**src/rtl/llr_magnitude_seq.sv**
```systemverilog
// Purpose : registered LLR-to-magnitude converter, one per decoder lane.
// Latency : 1 clock from an enabled sample to out_llr_mag.
// Backpres: none; accepts one sample per clock when in_ctr_en=1, otherwise holds.
//
// Ports:
//   clk          rising-edge clock
//   in_ctr_Srst  asynchronous active-low reset, clears out_llr_mag at once
//   in_ctr_en    load enable; 1 = capture mag(in_llr) on this edge
//   in_llr       signed LLR sample, two's complement, MSB = sign
//   out_llr_mag  registered unsigned magnitude, LLR_LEN-1 bits
module llr_magnitude_seq #(
    parameter  int LLR_LEN     = 4,
    localparam int LLR_MAG_LEN = LLR_LEN - 1
) (
    input  logic                   clk,
    input  logic                   in_ctr_Srst,
    input  logic                   in_ctr_en,
    input  logic [LLR_LEN-1:0]     in_llr,
    output logic [LLR_MAG_LEN-1:0] out_llr_mag
);

    logic [LLR_LEN-1:0]     llr_neg;
    logic                   llr_is_min;
    logic [LLR_MAG_LEN-1:0] mag_d;
    logic [LLR_MAG_LEN-1:0] mag_q;

    // Two's-complement negation at full input width.
    assign llr_neg    = (~in_llr) + {{(LLR_LEN-1){1'b0}}, 1'b1};
    // The most-negative code has no positive counterpart in LLR_MAG_LEN bits;
    // negating it would wrap to 0, so it is caught and saturated instead.
    assign llr_is_min = in_llr[LLR_LEN-1] && (in_llr[LLR_LEN-2:0] == '0);

    always_comb begin
        mag_d = in_llr[LLR_MAG_LEN-1:0];
        if (llr_is_min) begin
            mag_d = '1;
        end else if (in_llr[LLR_LEN-1]) begin
            mag_d = llr_neg[LLR_MAG_LEN-1:0];
        end
    end

    always_ff @(posedge clk or negedge in_ctr_Srst) begin
        if (!in_ctr_Srst) begin
            mag_q <= '0;
        end else if (in_ctr_en) begin
            mag_q <= mag_d;
        end
    end

    assign out_llr_mag = mag_q;

endmodule

```
**config.mk**
```make
export PLATFORM = sky130hd
export DESIGN_NAME = llr_magnitude_seq
export DESIGN_NICKNAME = d
export VERILOG_FILES = /design/src/rtl/llr_magnitude_seq.sv
export SDC_FILE = /design/constraint.sdc
export NUM_CORES = 1
export LEC_CHECK = 0
export CELL_PAD_IN_SITES_DETAIL_PLACEMENT = 2
export CELL_PAD_IN_SITES_GLOBAL_PLACEMENT = 2
export CORE_AREA = 8 8 45 47
export DETAILED_ROUTE_END_ITERATION = 10
export DIE_AREA = 0 0 53 55
export PLACE_DENSITY_LB_ADDON = 0.1
export SYNTH_ARGS = -nofsm -noshare
export SYNTH_HDL_FRONTEND = slang
export SYNTH_SLANG_ARGS = --single-unit
export TNS_END_PERCENT = 20
```
**constraint.sdc**
```tcl
create_clock -name clk -period 0.8 [get_ports clk]
set_input_delay 0.08 -clock clk [delete_from_list [all_inputs] [get_ports clk]]
set_output_delay 0.08 -clock clk [all_outputs]
set_load 0.005 [all_outputs]
```
==> metrics <==
mean number of vias per cell ~4; worst rel slew slack 87.16%; startpoint type of the worst setup path register; core area 1384 sq um; violations in the final reports negative setup slack; number of DRC markers in iteration 0 1; Starting Density 13.02%; max reg flops 3; Non-Filler Cell Area, Final 364.1 sq um; met3 track utilization from global routing 2.406%; global-route wire length before repair 979 microns; synth-to-layout area growth 102.1%; synthesized cell area about 180 sq um; worst clock skew 0 ps; worst-path cell chain buf_2; Setup crit end kind primary output; post-placement worst setup slack -765.4 ps; CP top delay family flip-flops; total number of vias 206; DRC errors left 0; number of antenna violations at the first check in global routing 0; outcome finished, violations left; I/O pins 10; met2 track demand over resource in global routing 8.398%; cell type of the slowest stage on the worst timing path dfrtp_1; clock tree from TritonCTS built; met1 track demand over resource in global routing 4.110%; endpoint required time on the critical path 720 ps; placed wire-length estimate between 500 and 600 microns; floorplan die area roughly 2900 sq um; number of nets with antenna violations after detailed routing 0; final critical-path required period 805.2 ps; pin count of the biggest net entering global routing 7; post-synthesis instance total 19; Total Routing Usage GR 5.467%; worst IR drop on VDD approximately 0.28 mV; sequential share of the synthesized area between 40% and 50%; clock net sink count 3; max cap viols 0; largest fanout of any net on the critical path 2; GRT Max-Usage Layer met4; Tcrit/Tclk final 100.7%; power per cell area 1636 nW/um^2; placed cell areas 340.3 sq um; Cell variety after synth 8; via count of the first global-routing pass 231; smallest setup slack after layout -5.250 ps; Synth Area per Inst 9.483 sq um; CTS H-Tree Depth 1; final cell utilization of the core 26.31%; Slowest Stage Delay on Critical Path ~360 ps; cells taking the most area after synthesis dfrtp_1 42%, ha_1 14%, nor3b_2 14%, inv_1 10%, o22ai_1 6.9%; diode insertion count for antenna repair 0; clock-pin slew on the worst setup and hold paths ~40 ps; fmax 1242 MHz; leading cell type in the layout, fill and taps excluded buf_4; num rows 14; TritonRoute pass-1 iters 2; RSZ-0062 raised after global routing yes; most frequent cells in the layout 5 x buf_4, 4 x buf_2, 3 x clkbuf_4, 3 x dfrtp_1; Post-Route WL 634 microns; warnings from Yosys 0; kind of critical path reg -> out; average wire length per cell after detail routing 12.19 microns; aggregate global routing overflow 0; clock network latency to the later pin of the worst-skew pair 230 ps; critical path launch point out_llr_mag[2]; count of input and output buffers 9; pin slew with the least headroom to its limit 192.0 ps; Bufs and invs on worst path 1; library cell used as clock root buffer clkbuf_4; Critical R2R Launch out_llr_mag[0]; Worst EP arrival 730 ps; most area-hungry cell type in the Yosys netlist dfrtp_1; non-filler instance count after layout 52; vertical extent of the die about 55 microns; worst reg2reg setup slack 70 ps; TritonCTS buffer count 3; hold_ws 30.46 ps; net count of the mapped netlist 28; maximum clock path buffer count 2; Leakage Power 0.1670 nW; final-stage net count 46; area share of the largest cell type after synthesis between 40% and 50%; final setup vio count 2; number of placed instances with taps included 45; type of the worst min-delay path in -> async; final RePlAce weighted congestion about 0.58; Slew Viols, Final 0; final hold violation count 0; Die X-Extent 53 microns; register bit total from synthesis 3; layout cell share with drive strength beyond 1 between 50% and 60%
[Yosys cell counts]
master,instances
dfrtp_1,3
ha_1,2
o21ai_1,2
nor2_1,1
inv_1,5
nor3b_2,2
o22ai_1,2
a21oi_1,2
[path summary, 6_finish.rpt]
| path | cells past startpoint | endpoint |
|---|---|---|
| max | 1 | out_llr_mag[2] |
| max reg2reg | 3 | out_llr_mag[0] |
| min in group clk | 3 | out_llr_mag[0] |
| min | 1 | out_llr_mag[2] |
| max in group asynchronous | 1 | out_llr_mag[1] |
| min reg2reg | 3 | out_llr_mag[0] |
[area by class of cell]
| type | instances | area (sq um) |
|---|---|---|
| fillers | 165 | 1020 |
| multi-input cells | 11 | 111.4 |
| well taps | 16 | 20.02 |
| inverters | 5 | 36.28 |
| clock buffers | 4 | 26.28 |
| flip-flops and latches | 3 | 75.07 |
| repair buffers | 13 | 95.09 |
[per-stage QoR]
stage          power, mW  TNS (ps)
4_1_cts           0.6043    -47.81
3_5_place_dp      0.3375     -2500
3_3_place_gp      0.3340     -2465
6_report          0.5957    -8.314
2_1_floorplan     0.2410    -12.68
5_1_grt           0.6411    -99.83
[cell families after synthesis]
family,after synthesis,share of synthesized area [%]
compound gates,6,18.05
fa+ha+maj,2,13.89
buf+inv,5,10.42
flops,3,41.67
simple gates,3,15.97
[layer usage]
| metal | part of all wire (%) | up-vias |
|---|---|---|
| li1 | - | 100 |
| met4 | 5.8 | 0 |
| met5 | 0 | - |
| met3 | 10 | 4 |
| met1 | 38 | 93 |
| met2 | 46 | 9 |
[power breakdown]
part | total, mW | switching, mW | internal, mW | leakage [nW]
sequential | 0.176 | 0.00705 | 0.169 | 0.0348
combinational | 0.155 | 0.0647 | 0.0902 | 0.117
clock | 0.264 | 0.0775 | 0.187 | 0.0150
[timing repair]
| item | CTS | global route |
|---|---|---|
| pin swaps | 1 | 0 |
| setup buffers | 2 | 1 |
| gates resized for setup | 24 | 1 |
| setup endpoints to repair | 6 | 4 |
| hold buffers | 0 | 0 |
(Power assumes the default switching activity.)
